**config.mk**
```make
export PLATFORM = sky130hd
export DESIGN_NAME = audio_dac_i2s_tx
export DESIGN_NICKNAME = d
export VERILOG_FILES = /design/src/rtl/audio_dac_i2s_tx.sv
export SDC_FILE = /design/constraint.sdc
export NUM_CORES = 1
export LEC_CHECK = 0
export ABC_CLOCK_PERIOD_IN_PS = 4150
export CAP_MARGIN = 10
export CORE_MARGIN = 2
export CORE_UTILIZATION = 63
export DETAILED_ROUTE_END_ITERATION = 10
export DONT_BUFFER_PORTS = 1
export PLACE_DENSITY = 0.81
export SYNTH_ARGS = -nofsm -noshare
export SYNTH_HDL_FRONTEND = slang
export SYNTH_SLANG_ARGS = --single-unit
```
**constraint.sdc**
```tcl
create_clock -name clk50_i -period 4.15 [get_ports clk50_i]
set_input_delay 0.83 -clock clk50_i [delete_from_list [all_inputs] [get_ports clk50_i]]
set_output_delay 0.83 -clock clk50_i [all_outputs]
set_load 0.01 [all_outputs]
```
**src/rtl/audio_dac_i2s_tx.sv**
```systemverilog
// I2S transmitter for the WM8731 DAC: one mono sample per frame, sent on both slots,
// with a single-entry holding register paced by valid/ready and underrun accounting.
module audio_dac_i2s_tx #(
  parameter int BCLK_HALF = 16,
  parameter int SAMPLE_W  = 16
) (
  input  logic                clk50_i,
  input  logic                restart_i,
  input  logic [SAMPLE_W-1:0] sample_in_i,
  input  logic                sample_valid_i,
  output logic                sample_ready_o,
  output logic                aud_bclk_o,
  output logic                aud_daclrck_o,
  output logic                aud_dacdat_o,
  output logic                frame_load_o,
  output logic                underrun_o,
  output logic [15:0]         underrun_cnt_o
);

  localparam int FW = 2 * SAMPLE_W;
  localparam int BW = $clog2(FW);
  localparam int DW = (BCLK_HALF > 1) ? $clog2(BCLK_HALF) : 1;

  logic [DW-1:0]       div_cnt_q;
  logic [BW-1:0]       bit_cnt_q;
  logic                bclk_q, lrck_q, dat_q;
  logic                hold_full_q, frame_load_q, underrun_q;
  logic [SAMPLE_W-1:0] hold_q;
  logic [FW-1:0]       shadow_q, shadow_d;
  logic [15:0]         ur_cnt_q;

  logic          wrap, fall, load, accept;
  logic [BW-1:0] bit_nxt, slot, sel;

  always_comb begin
    wrap     = (div_cnt_q == DW'(BCLK_HALF - 1));
    fall     = wrap & bclk_q;
    bit_nxt  = (bit_cnt_q == BW'(FW - 1)) ? '0 : bit_cnt_q + 1'b1;
    load     = fall & (bit_nxt == BW'(1));
    accept   = sample_valid_i & ~hold_full_q;
    shadow_d = shadow_q;
    if (load && hold_full_q) shadow_d = {hold_q, hold_q};
    // One-bit I2S delay: slot k carries shadow bit (k-1), so slot 0 is the previous LSB.
    slot = (bit_nxt == '0) ? BW'(FW - 1) : bit_nxt - 1'b1;
    sel  = BW'(FW - 1) - slot;
  end

  always_ff @(posedge clk50_i) begin
    if (restart_i) begin
      div_cnt_q    <= '0;
      bit_cnt_q    <= '0;
      bclk_q       <= 1'b0;
      lrck_q       <= 1'b0;
      dat_q        <= 1'b0;
      hold_full_q  <= 1'b0;
      hold_q       <= '0;
      shadow_q     <= '0;
      frame_load_q <= 1'b0;
      underrun_q   <= 1'b0;
      ur_cnt_q     <= '0;
    end else begin
      div_cnt_q <= wrap ? '0 : div_cnt_q + 1'b1;
      if (wrap) bclk_q <= ~bclk_q;
      if (fall) begin
        bit_cnt_q <= bit_nxt;
        lrck_q    <= (bit_nxt >= BW'(SAMPLE_W));
        dat_q     <= shadow_d[sel];
      end
      shadow_q     <= shadow_d;
      frame_load_q <= load;
      underrun_q   <= load & ~hold_full_q;
      if (load && !hold_full_q && ur_cnt_q != 16'hFFFF) ur_cnt_q <= ur_cnt_q + 16'd1;
      // A load empties the register before a new sample can be taken; accept needs it empty.
      if (load && hold_full_q) begin
        hold_full_q <= 1'b0;
      end else if (accept) begin
        hold_full_q <= 1'b1;
        hold_q      <= sample_in_i;
      end
    end
  end

  assign sample_ready_o = ~hold_full_q;
  assign aud_bclk_o     = bclk_q;
  assign aud_daclrck_o  = lrck_q;
  assign aud_dacdat_o   = dat_q;
  assign frame_load_o   = frame_load_q;
  assign underrun_o     = underrun_q;
  assign underrun_cnt_o = ur_cnt_q;

endmodule

```
==> flow_summary.ini <==
[sta]
tns_ns = 0
drv_slew = 0
fin_worst_skew_ns = 0.00780
final_hold_viol_count = 0
final-setup-viol-count = 0
period_share_pct = 88.3
fmax_ghz = 0.273
worst_pin_slew_ns = 0.859
worst_slew_margin_rel_pct = 42.6
worst_slack_ns = 0.485
rsz0062_at_grt = no
fin_crit_ns = 3.66

[global_route]
grt_usage_pct = 26.3
grt_pass1_wl_microns = 13300
overflow = 0
antenna_found_initial = 0
grt_max_degree = 80
grt_pass1_vias = 2847

[setup_path]
worstPathRequired_ns = 4.41
start_kind = flop
endpoint = aud_dacdat_o$_SDFFE_PP0P_
crit_fanout = 31
worst_ep_arrival_time_ns = 3.93
crit_start = bit_cnt_q[0]$_SDFFE_PP0P_
reg2reg_slack_ns = 0.49
r2r_end = aud_dacdat_o$_SDFFE_PP0P_
crit_path_end_kind = flop
r2r_cells = 11
r2r-start = bit_cnt_q[0]$_SDFFE_PP0P_
critPathKind = flop to flop

[power_and_ir_drop]
pwr_density_cell_nw_per_um2 = 372
p_total_mw = 1.49
worst_ir_drop_vdd_uv = 353
total_leakage_power_nw = 1.42

[clock_network]
cts_num_sinks = 78
clk_pin_slew_worst_paths_ns = 0.08
cts_made_buffers = 9
cts_setup_buffers = 0
ctsResizeCount = 0
cts_hold_buffers = 0
clk_latency_ns = 0.35
clock-root-buffer = clkbuf_8
cts_tree = done
clock_path_buffers = 2
htree_num_levels = 3

[layout]
fin_area_sq_um = 4000
post-route-util_pct = 68.3
nets = 473
syn_to_final_growth_pct = 6.64
fillers = 457
n_antenna_cell = 0
multiInputGateArea_sq_um = 2030
drive_above_1_share_pct = 9.05
seqCellArea_sq_um = 1560

[synthesis]
synth_cell_types = 61
yosysSeqAreaShare_pct = 41.6
synth_cells = 461
syn_area_per_cell_sq_um = 8.13
synth_most_common_cell = nand2_1
yosysWarningCount = 0
yosysTopAreaCell = dfxtp_1
synth_ff_type = dfxtp_1
synthTopCellsByCount = nand2_1, dfxtp_1, a21oi_1
netlist.area_leader.share_pct = 41.6
synth-seq-cells = 78
synth_area_sq_um = 3750
syn_nets = 486
synth_area_leaders = dfxtp_1, nand2_1, a21oi_1
synth_edf_count = 0
async_reset_ff_share_pct = 0

[placement]
post-place-ws_ns = 0.555
portBuffers = 0
post-dp-hpwl_microns = 5650
post_dp_cell_area_sq_um = 3750
gp_congestion = 0.985

[worst_hold_path]
worstHoldPathCells = 2
worstHoldPathType = flop to flop

[floorplanning]
dieArea_sq_um = 6590
die_x_microns = 81.2
die_h_microns = 81.2
ios = 41
rows = 28
initial_core_util_pct = 64.1
core_sq_um = 5850

[run]
max-cap-violations = 0

[detailed_routing]
dr.pass1.iters = 5
via_count = 3216
drt_iter0_drc = 223
wl_per_cell_microns = 15.6
drc = 0
drtAntennaViolNets = 0
wl_microns = 8240
vias_per_cell = 6.09

[outcome]
status = finished, final reports clean
-- kinds of logic (layout without fill, tap and decap cells) --
family	count (synthesis)	after routing	share of synthesized area, %
xor+xnor	17	17	3.97
buf+inv	39	31	4.27
compound gates	105	105	18.1
fa+ha+maj	6	6	2.00
flops	78	78	41.6
simple gates	199	199	25.0
mux	17	17	5.01
-- metrics by stage --
step | hold WS [ns] | instances
detailed placement | 0.441 | 512
global route | 0.479 | 528
global placement | 0.435 | 512
finish | 0.456 | 528
CTS | 0.457 | 528
floorplan | 0.432 | 461
-- placed cells by master, fill, tap and decap left out, types with 3 or more instances in the layout --
cell type / count
and4_1: 3
a31oi_1: 5
nor2b_1: 4
nand2b_1: 3
nand2_1: 108
mux2i_1: 12
o21ai_0: 5
a211oi_1: 6
a311oi_1: 4
nor3_1: 4
a21oi_1: 57
nand3_1: 15
mux2_2: 4
nor2_1: 30
buf_4: 4
ha_1: 6
clkbuf_8: 9
nand4_1: 3
bufinv_16: 3
xor2_1: 11
or2_2: 3
inv_1: 11
dfxtp_1: 78
or3_1: 3
xnor2_1: 6
nor4_1: 3
and3_1: 5
-- critical path, cell delays in order (launching register included) --
cell,delay (ns)
dfxtp_1,0.54
ha_1,0.44
and3_2,0.23
ha_1,0.43
inv_1,0.17
o311ai_1,0.21
nand2_1,0.40
buf_4,0.36
mux2i_1,0.18
o221ai_1,0.21
o211ai_1,0.12
a311oi_1,0.26
-- sequential cells by signal, indices dropped and copies added, names as in the netlist --
register,flops
div_cnt_q,4
hold_q,16
frame_load_o,1
aud_dacdat_o,1
underrun_o,1
underrun_cnt_o,16
hold_full_q,1
bit_cnt_q,5
shadow_q,32
aud_bclk_o,1
-- where the power goes --
group          switching, mW  total [mW]  internal, mW
sequential            0.0136       0.773         0.760
combinational         0.0156      0.0280        0.0124
clock                  0.286       0.688         0.401
total                  0.315        1.49          1.17
-- worst min path at each step --
stage / endpoint / slack (ns) / start
final: shadow_q[15]$_SDFF_PP0_ / 0.46 / shadow_q[15]$_SDFF_PP0_
after global routing: shadow_q[21]$_SDFF_PP0_ / 0.48 / shadow_q[21]$_SDFF_PP0_
after CTS: shadow_q[7]$_SDFF_PP0_ / 0.46 / shadow_q[7]$_SDFF_PP0_
after detailed placement: shadow_q[28]$_SDFF_PP0_ / 0.44 / shadow_q[28]$_SDFF_PP0_
after global placement: shadow_q[31]$_SDFF_PP0_ / 0.43 / shadow_q[31]$_SDFF_PP0_
after floorplan: shadow_q[27]$_SDFF_PP0_ / 0.43 / shadow_q[27]$_SDFF_PP0_
-- per-layer routing --
| metal | GRT usage [%] | part of all wire (%) |
|---|---|---|
| met4 | 8.47 | 1.1 |
| met2 | 41.3 | 47 |
| met3 | 6.00 | 5.9 |
| met1 | 35.8 | 46 |
| met5 | 0 | 0 |
-- final cells by class --
class / count / area share [%]
clock buffers: 9 / 3.10
inverters: 11 / 1.03
repair buffers: 4 / 0.751
clock inverters: 7 / 3.00
well taps: 75 / 2.35
flip-flops and latches: 78 / 39.0
multi-input cells: 344 / 50.7
(Power assumes the default switching activity.)
